===== src/rtl/mem_access_unit_pkg.sv =====
// Shared constants and types for the MEM-stage load/store unit:
// access-size codes, FSM state encoding and byte-lane helpers.
package mem_pkg;

    localparam logic [1:0] SIZE_BYTE = 2'b00;
    localparam logic [1:0] SIZE_HALF = 2'b01;
    localparam logic [1:0] SIZE_WORD = 2'b10;
    localparam logic [1:0] SIZE_ILL  = 2'b11;

    typedef logic [0:0] state_t;

    localparam state_t IDLE   = 1'b0;
    localparam state_t RMW_WR = 1'b1;

    // Byte offset within a word; lane 0 is bits 7:0 (little-endian).
    typedef logic [1:0] lane_t;

    function automatic logic is_misaligned(input logic [1:0] size, input lane_t lane);
        logic misaligned;
        case (size)
            SIZE_HALF: misaligned = lane[0];
            SIZE_WORD: misaligned = (lane != 2'b00);
            default:   misaligned = 1'b0;
        endcase
        return misaligned;
    endfunction

    function automatic logic is_sub_word(input logic [1:0] size);
        return (size == SIZE_BYTE) || (size == SIZE_HALF);
    endfunction

endpackage


===== src/rtl/mem_access_unit_load_extend.sv =====
// Picks the addressed byte/halfword out of a memory word and sign- or
// zero-extends it to 32 bits; word loads pass straight through.
module load_extend
    import mem_pkg::*;
(
    input  logic [31:0] read_data,
    input  lane_t       lane,
    input  logic [1:0]  size,
    input  logic        is_unsigned,
    output logic [31:0] rdata
);

    logic [7:0]  byte_sel;
    logic [15:0] half_sel;

    // Halfword lane is chosen by lane[1] only; lane[0] is known to be 0 here.
    always_comb begin
        byte_sel = read_data[{lane, 3'b000} +: 8];
        half_sel = read_data[{lane[1], 4'b0000} +: 16];
        rdata    = '0;
        case (size)
            SIZE_BYTE: rdata = is_unsigned ? {24'h000000, byte_sel}
                                           : {{24{byte_sel[7]}}, byte_sel};
            SIZE_HALF: rdata = is_unsigned ? {16'h0000, half_sel}
                                           : {{16{half_sel[15]}}, half_sel};
            SIZE_WORD: rdata = read_data;
            default:   rdata = '0;
        endcase
    end

endmodule


===== src/rtl/mem_access_unit.sv =====
// MEM-stage load/store unit in front of a word-only DataMemory. Adds byte and
// halfword accesses; sub-word stores are a two-cycle read-modify-write.
module mem_access_unit
    import mem_pkg::*;
#(
    parameter int ADDR_WIDTH = 32,
    parameter int DATA_WIDTH = 32
) (
    input  logic                  clk,
    input  logic                  rst,
    input  logic                  req_valid,
    input  logic                  req_read,
    input  logic                  req_write,
    input  logic [1:0]            req_size,
    input  logic                  req_unsigned,
    input  logic [ADDR_WIDTH-1:0] req_addr,
    input  logic [DATA_WIDTH-1:0] req_wdata,
    output logic [DATA_WIDTH-1:0] rdata,
    output logic                  stall,
    output logic                  access_err,
    output logic [ADDR_WIDTH-1:0] address,
    output logic [DATA_WIDTH-1:0] writeData,
    output logic                  MemRead,
    output logic                  MemWrite,
    input  logic [DATA_WIDTH-1:0] readData
);

    state_t                state_q, state_d;
    logic [DATA_WIDTH-1:0] merge_q, merge_d;
    logic [DATA_WIDTH-1:0] load_data;
    lane_t                 lane;
    logic                  active;
    logic                  illegal;
    logic                  sub_store;

    assign lane    = req_addr[1:0];
    assign address = {req_addr[ADDR_WIDTH-1:2], 2'b00};

    load_extend u_load_extend (
        .read_data   (readData),
        .lane        (lane),
        .size        (req_size),
        .is_unsigned (req_unsigned),
        .rdata       (load_data)
    );

    always_comb begin
        active    = req_valid && (req_read || req_write);
        illegal   = (req_read && req_write) || (req_size == SIZE_ILL)
                    || is_misaligned(req_size, lane);
        sub_store = active && !illegal && req_write && is_sub_word(req_size);
    end

    // The merge word is captured in the IDLE cycle of a sub-word store and
    // written back unchanged in RMW_WR.
    always_comb begin
        merge_d = merge_q;
        if (state_q == IDLE && sub_store) begin
            merge_d = readData;
            if (req_size == SIZE_BYTE) begin
                merge_d[{lane, 3'b000} +: 8] = req_wdata[7:0];
            end else begin
                merge_d[{lane[1], 4'b0000} +: 16] = req_wdata[15:0];
            end
        end
    end

    always_comb begin
        state_d    = IDLE;
        rdata      = '0;
        stall      = 1'b0;
        access_err = 1'b0;
        writeData  = '0;
        MemRead    = 1'b0;
        MemWrite   = 1'b0;
        if (rst) begin
            state_d = IDLE;
        end else if (state_q == RMW_WR) begin
            MemWrite  = 1'b1;
            writeData = merge_q;
        end else if (active) begin
            if (illegal) begin
                access_err = 1'b1;
            end else if (req_read) begin
                MemRead = 1'b1;
                rdata   = load_data;
            end else if (req_size == SIZE_WORD) begin
                MemWrite  = 1'b1;
                writeData = req_wdata;
            end else begin
                MemRead = 1'b1;
                stall   = 1'b1;
                state_d = RMW_WR;
            end
        end
    end

    always_ff @(posedge clk) begin
        if (rst) begin
            state_q <= IDLE;
            merge_q <= '0;
        end else begin
            state_q <= state_d;
            merge_q <= merge_d;
        end
    end

endmodule

===== config.mk =====
export PLATFORM = sky130hd
export DESIGN_NAME = mem_access_unit
export DESIGN_NICKNAME = d
export VERILOG_FILES = /design/src/rtl/mem_access_unit_pkg.sv /design/src/rtl/mem_access_unit_load_extend.sv /design/src/rtl/mem_access_unit.sv
export SDC_FILE = /design/constraint.sdc
export NUM_CORES = 1
export LEC_CHECK = 0
export ABC_CLOCK_PERIOD_IN_PS = 2600
export BUFFER_PORTS_ARGS = -buffer_cell sky130_fd_sc_hd__buf_4
export CORE_MARGIN = 8
export CORE_UTILIZATION = 45
export DETAILED_ROUTE_END_ITERATION = 8
export GPL_TIMING_DRIVEN = 0
export PLACE_DENSITY_LB_ADDON = 0.05
export SYNTH_ARGS = -nofsm -noshare
export SYNTH_HDL_FRONTEND = slang
export SYNTH_HIERARCHICAL = 1
export SYNTH_SLANG_ARGS = --single-unit

===== constraint.sdc =====
create_clock -name clk -period 2.6 [get_ports clk]
set_input_delay 0.13 -clock clk [delete_from_list [all_inputs] [get_ports clk]]
set_output_delay 0.13 -clock clk [all_outputs]
set_load 0.02 [all_outputs]

==> results of run 1 <==
## state kept, by name (all words and copies together), names as in the netlist
register,flops
merge_q,32
state_q,1
## synthesized netlist by cell type (all sizes together) (3+ instances only)
| cell | number | area, um^2 |
|---|---|---|
| a211oi | 23 | 173 |
| a21oi | 59 | 295 |
| a22oi | 10 | 80.1 |
| a31oi | 8 | 50.1 |
| and2 | 40 | 250 |
| and3b | 7 | 68.8 |
| buf | 48 | 334 |
| clkbuf | 33 | 125 |
| dfxtp | 33 | 661 |
| ha | 9 | 113 |
| inv | 21 | 78.8 |
| mux2 | 10 | 113 |
| mux2i | 33 | 343 |
| nand2 | 68 | 255 |
| nand2b | 21 | 141 |
| nand3 | 9 | 45.0 |
| nand3b | 7 | 52.6 |
| nor2 | 47 | 176 |
| nor2b | 24 | 150 |
| nor4 | 3 | 33.8 |
| o211ai | 8 | 60.1 |
| o21ai | 35 | 175 |
| o221ai | 7 | 61.3 |
| o22ai | 7 | 43.8 |
| or3 | 15 | 93.8 |
## layout by cell type (no fill, tap or decap), types with 10 or more instances in the layout
master	instances
buf_4	207
nand2_1	68
or3_1	15
nand2b_1	19
a211oi_1	23
mux2_2	10
mux2i_1	32
a21oi_1	59
nor2b_1	24
clkbuf_1	30
and2_1	40
inv_1	20
dfxtp_1	33
nor2_1	47
o21ai_0	35
## routing by layer
layer,global-route usage,wire (um)
met2,0.429,7800
met3,0.0720,1770
met4,0.0836,385
met1,0.324,7220
met5,0,0
## how the worst max path moves through the flow
| stage | startpoint | endpoint | slack (ns) |
|---|---|---|---|
| 6_report | req_addr[1] | writeData[10] | 0.14 |
| 5_1_grt | req_addr[1] | writeData[10] | 0.03 |
| 4_1_cts | req_addr[1] | writeData[23] | 0.17 |
| 3_5_place_dp | req_addr[1] | writeData[0] | -0.70 |
| 3_3_place_gp | req_addr[1] | writeData[7] | -0.70 |
| 2_1_floorplan | req_addr[1] | writeData[0] | 0.19 |
## cell families after synthesis
group	count (synthesis)	synth area share
other cells	1	0.000905
simple gates	251	0.326
fa+ha+maj	9	0.0272
compound gates	164	0.241
buf+inv	102	0.130
flops	33	0.160
mux	44	0.115
## area by class of cell
cell class / instances / area, um^2 / share of cell area
buffer: 80 / 463 / 0.0810
sequential: 33 / 661 / 0.116
tap: 111 / 139 / 0.0243
clock inverter: 2 / 10.0 / 0.00175
multi-input combinational: 470 / 2980 / 0.521
clock buffer: 6 / 72.6 / 0.0127
inverter: 21 / 82.6 / 0.0145
timing repair buffer: 174 / 1310 / 0.229
## worst max-delay path: stages
cell,delay [ns]
buf_4,0.14
buf_2,0.20
clkinvlp_4,0.10
ha_1,0.24
nand2b_1,0.19
a21boi_4,0.10
nor4_2,0.46
o21bai_2,0.22
buf_4,0.18
buf_4,0.12
nor2_1,0.09
buf_4,0.15
## what timing repair did
| action | in CTS | in global routing |
|---|---|---|
| hold buffers | 0 | 0 |
| buffers inserted | 1 | 3 |
| pin swaps | 0 | 1 |
| resized for setup | 9 | 2 |
| endpoints found under the setup margin | 63 | 20 |
## power groups by stage
stage          Clock [mW]  Sequential (mW)  Combinational, mW
3_5_place_dp            0            0.531              0.661
3_3_place_gp            0            0.531              0.654
4_1_cts             0.394            0.519              0.670
2_1_floorplan           0            0.530              0.381
5_1_grt             0.416            0.520              0.735
6_report            0.397            0.519              0.684
==> out/results.txt, run 1 <==
# diodes - 0
Post-synth EDFFs - 0
Drt via density - 5.60
Max transition margin - 0.462
Sw Pwr - 0.596 mW
Layout cells sized above 1 - 0.326
Area of the core - 9060 um^2
Initial Util - 0.457
Pint - 1.00 mW
Async S/R FF share, synth - 0
Final hold slack - 0.170 ns
Routed WL - 17.2 mm
Worst Tran Pin Value - 0.806 ns
Largest net degree at the start of global routing - 14
Final count of hold timing violations - 0
Initial antenna violation count - 0
First-pass GRT wire length - 26.8 mm
RSZ-0062 raised after global routing - false
Synth Cell Area - 4140 um^2
# DRC - 0
Post-DP Area - 5560 um^2
CTS clk-pin slew, worst paths - 0.07 ns
CTS Buf Count - 5
Setup ws final - 0.142 ns
Comb pwr share - 0.427
Placed cells - 886
Pre-CTS setup slack - -0.704 ns
HPWL Detailed - 13.7 mm
HP Start - req_wdata[6]
Fin crit period - 2.46 ns
CTS tree - done
Syn_area_per_cell - 6.86 um^2
Cell Count, Final, Fillers Out - 897
Max-cap violations - 0
Layout net count - 898
Clock power share - 0.248
Reg2Reg Setup Slack - 0.64 ns
Status - completed
Max clock buf depth - 2
Setup TNS - 0 ns
Cell area after layout - 5710 um^2
CP Capture Type - output pin
Dominant register cell in the synthesized netlist - dfxtp_1
DR pass1 iterations - 5
Clock Skew - 0.0205 ns
F_max - 0.407 GHz
Hold Path Class - primary input to flip-flop
Post-route ant nets - 0
Peak supply drop - 0.213 mV
Fin crit share - 0.945
Switching part of the total - 0.372
Total die area - 12500 um^2
Worst Setup Start Kind - primary input
Reg2Reg Depth - 8
Reg2reg end - merge_q[25]
Area grow syn2layout - 37.9%
#FFs+latches synth - 33
Vias in the first global route - 5061
Fin. max-slew vios - 0
GRT Resource Usage Total - 0.262
IO Count - 204
Warnings, synthesis - 6
Count of different cell masters after synthesis - 52
RR Startpoint - state_q
DRC violation total after the first TritonRoute iteration - 358
# rows - 35
WP data required - 2.47 ns
H-tree levels - 2
Grt ovf - 0
Sequential share of power - 0.325
Post-synthesis cell count - 604
Pwr/cell area - 280 nW/um^2
CP max FO - 10
Fill count - 876
Sink Count - 33
Port Buffers - 170
Vias - 5026
Hold path depth - 3
Die Ht - 112 um
Die X - 112 um
CP Class - primary input to output pin
CTS Root Cell - clkbuf_8
RePlAce Congestion - 0.919
Seq/Total Area, Yosys - 0.160
Worst Path Arrival - 2.33 ns
Leakage - 2.49 nW
Util after Layout - 0.630
Tot Pwr - 1.60 mW
Clock Latency Late Sink - 0.30 ns
Routed WL per cell - 19.1 um
Min-Delay Endpoint - merge_q[6]
Setup Viol. Count Final - 0
No activity file was read; power rests on OpenSTA's default activity.
==> run 2: changes to the inputs <==
--- a/config.mk
+++ b/config.mk
@@ -5,7 +5,7 @@
 export SDC_FILE = /design/constraint.sdc
 export NUM_CORES = 1
 export LEC_CHECK = 0
-export ABC_CLOCK_PERIOD_IN_PS = 2600
+export ABC_CLOCK_PERIOD_IN_PS = 2300
 export BUFFER_PORTS_ARGS = -buffer_cell sky130_fd_sc_hd__buf_4
 export CORE_MARGIN = 8
 export CORE_UTILIZATION = 45
==> constraint.sdc (replaced) <==
create_clock -name clk -period 2.3 [get_ports clk]
set_input_delay 0.115 -clock clk [delete_from_list [all_inputs] [get_ports clk]]
set_output_delay 0.115 -clock clk [all_outputs]
set_load 0.02 [all_outputs]
==> out/results.txt, run 2 (synthesis results as in run 1) <==
Top flop regs - merge_q: 32 flops, state_q: 1 flops (unchanged)
Area of the multi-input gates - 2990 um^2 (was 2980 um^2)
CP Capture Type - output pin (unchanged)
Largest net degree at the start of global routing - 17 (was 14)
Initial Util - 0.457 (unchanged)
Total die area - 12500 um^2 (unchanged)
# DRC - 0 (unchanged)
Fin crit period - 2.18 ns
CP Class - primary input to output pin (unchanged)
Cell Count, Final, Fillers Out - 895 (was 897)
Drt via density - 5.65 (was 5.60)
Max clock buf depth - 2 (unchanged)
Sw Pwr - 0.670 mW (was 0.596 mW)
Final count of hold timing violations - 0 (unchanged)
Sink Count - 33 (unchanged)
HPWL Detailed - 14.0 mm (was 13.7 mm)
Top reg by flops - merge_q (unchanged)
Setup Viol. Count Final - 0 (unchanged)
Routed WL - 17.4 mm (was 17.2 mm)
Worst Path Arrival - 2.06 ns (was 2.33 ns)
IO Count - 204 (unchanged)
Leakage - 2.49 nW (about the same)
Tot Pwr - 1.80 mW (was 1.60 mW)
Fin crit share - 0.947
Post-route ant nets - 0 (unchanged)
WP data required - 2.18 ns (was 2.47 ns)
Clock power share - 0.245 (was 0.248)
Worst Setup Start Kind - primary input (unchanged)
RSZ-0062 raised after global routing - false (unchanged)
Port Buffers - 170 (unchanged)
RePlAce Congestion - 0.939 (was 0.919)
CTS Buf Count - 5 (unchanged)
Vias - 5061 (was 5026)
DR pass1 iterations - 5 (unchanged)
Layout cells sized above 1 - 0.328 (was 0.326)
Layout net count - 896 (was 898)
Area grow syn2layout - 37.9% (about the same)
DRC violation total after the first TritonRoute iteration - 326 (was 358)
Die Ht - 112 um (unchanged)
Max transition margin - 0.494 (was 0.462)
Status - completed (unchanged)
CTS Root Cell - clkbuf_8 (unchanged)
Hold Path Class - primary input to flip-flop (unchanged)
# rows - 35 (unchanged)
Initial antenna violation count - 0 (unchanged)
Sequential share of power - 0.325 (about the same)
Most common cell after layout, fill and taps aside - buf_4 (unchanged)
Switching part of the total - 0.371 (was 0.372)
Grt ovf - 0 (unchanged)
Vias in the first global route - 5000 (was 5061)
Max FFs per register - 32 (unchanged)
CP max FO - 16 (was 10)
Routed WL per cell - 19.4 um (was 19.1 um)
Sequential cell area - 661 um^2 (unchanged)
Clock Skew - 0.0152 ns (was 0.0205 ns)
Worst Tran Pin Value - 0.759 ns (was 0.806 ns)
Clock Latency Late Sink - 0.30 ns (about the same)
Fin. max-slew vios - 0 (unchanged)
Setup ws final - 0.122 ns (was 0.142 ns)
Area of the core - 9060 um^2 (unchanged)
Pwr/cell area - 316 nW/um^2 (was 280 nW/um^2)
Die X - 112 um (unchanged)
# diodes - 0 (unchanged)
Placed cells - 886 (unchanged)
Setup TNS - 0 ns (unchanged)
F_max - 0.459 GHz
Pre-CTS setup slack - -0.754 ns (was -0.704 ns)
Peak supply drop - 0.195 mV (was 0.213 mV)
Max-cap violations - 0 (unchanged)
GRT Resource Usage Total - 0.263 (was 0.262)
Final hold slack - 0.167 ns (was 0.170 ns)
Pint - 1.13 mW (was 1.00 mW)
First-pass GRT wire length - 26.8 mm (about the same)
Most frequent cells in the layout - buf_4, nand2_1, a21oi_1 (unchanged)
Comb pwr share - 0.429 (was 0.427)
H-tree levels - 2 (unchanged)
Fill count - 882 (was 876)
CTS clk-pin slew, worst paths - 0.06 ns (was 0.07 ns)
CTS tree - done (unchanged)
run 2: cell types whose count changed in the layout (fill, tap and decap cells not counted), sizes merged:
cell and delta:
clkbuf -2
run 2: final cells by class:
cell class	count	share of cell area
multi-input combinational	470	0.523
timing repair buffer	173	0.227
sequential	33	0.116
buffer	79	0.0804
tap	111	0.0243
inverter	21	0.0145
clock buffer	6	0.0127
clock inverter	2	0.00175
run 2: repair_timing:
item                                    in CTS  in global routing
resized for setup                            8                  9
endpoints found under the setup margin      90                 39
hold buffers                                 0                  0
pin swaps                                    1                  0
setup buffers                                3                  0
run 2: worst max-delay path, stage by stage:
cell	delay, ns
buf_4	0.22
clkinvlp_4	0.14
ha_1	0.24
nand2b_1	0.20
a21boi_4	0.28
nor4_4	0.10
o21bai_2	0.25
clkbuf_4	0.27
nor2_1	0.08
buf_4	0.16
run 2: final timing paths:
check | depth (start not counted) | startpoint | endpoint | slack, ns
hold / removal | 3 | req_wdata[6] | merge_q[6] | 0.17
setup reg to reg | 8 | state_q | merge_q[25] | 0.43
setup / recovery | 10 | req_addr[1] | writeData[14] | 0.12
hold reg to reg | 2 | merge_q[23] | merge_q[23] | 0.46
run 2: per-stage QoR:
step | util | area (um^2)
floorplan | - | 4150
global placement | 0.614 | 5570
detailed placement | 0.614 | 5570
CTS | 0.629 | 5700
global route | 0.630 | 5710
finish | 0.630 | 5710
run 2: metal layers:
layer | global-route usage | wire (um) | vias up
li1 | - | - | 2425
met1 | 0.326 | 7230 | 2328
met2 | 0.436 | 8020 | 288
met3 | 0.0736 | 1820 | 20
met4 | 0.0755 | 312 | 0
met5 | 0 | 0 | -
run 2: power by group through the flow:
stage	registers [mW]	clock network, mW	logic [mW]
after floorplan	0.599	0	0.432
after global placement	0.600	0	0.742
after detailed placement	0.600	0	0.752
after CTS	0.587	0.446	0.762
after global routing	0.588	0.472	0.832
final	0.587	0.443	0.774
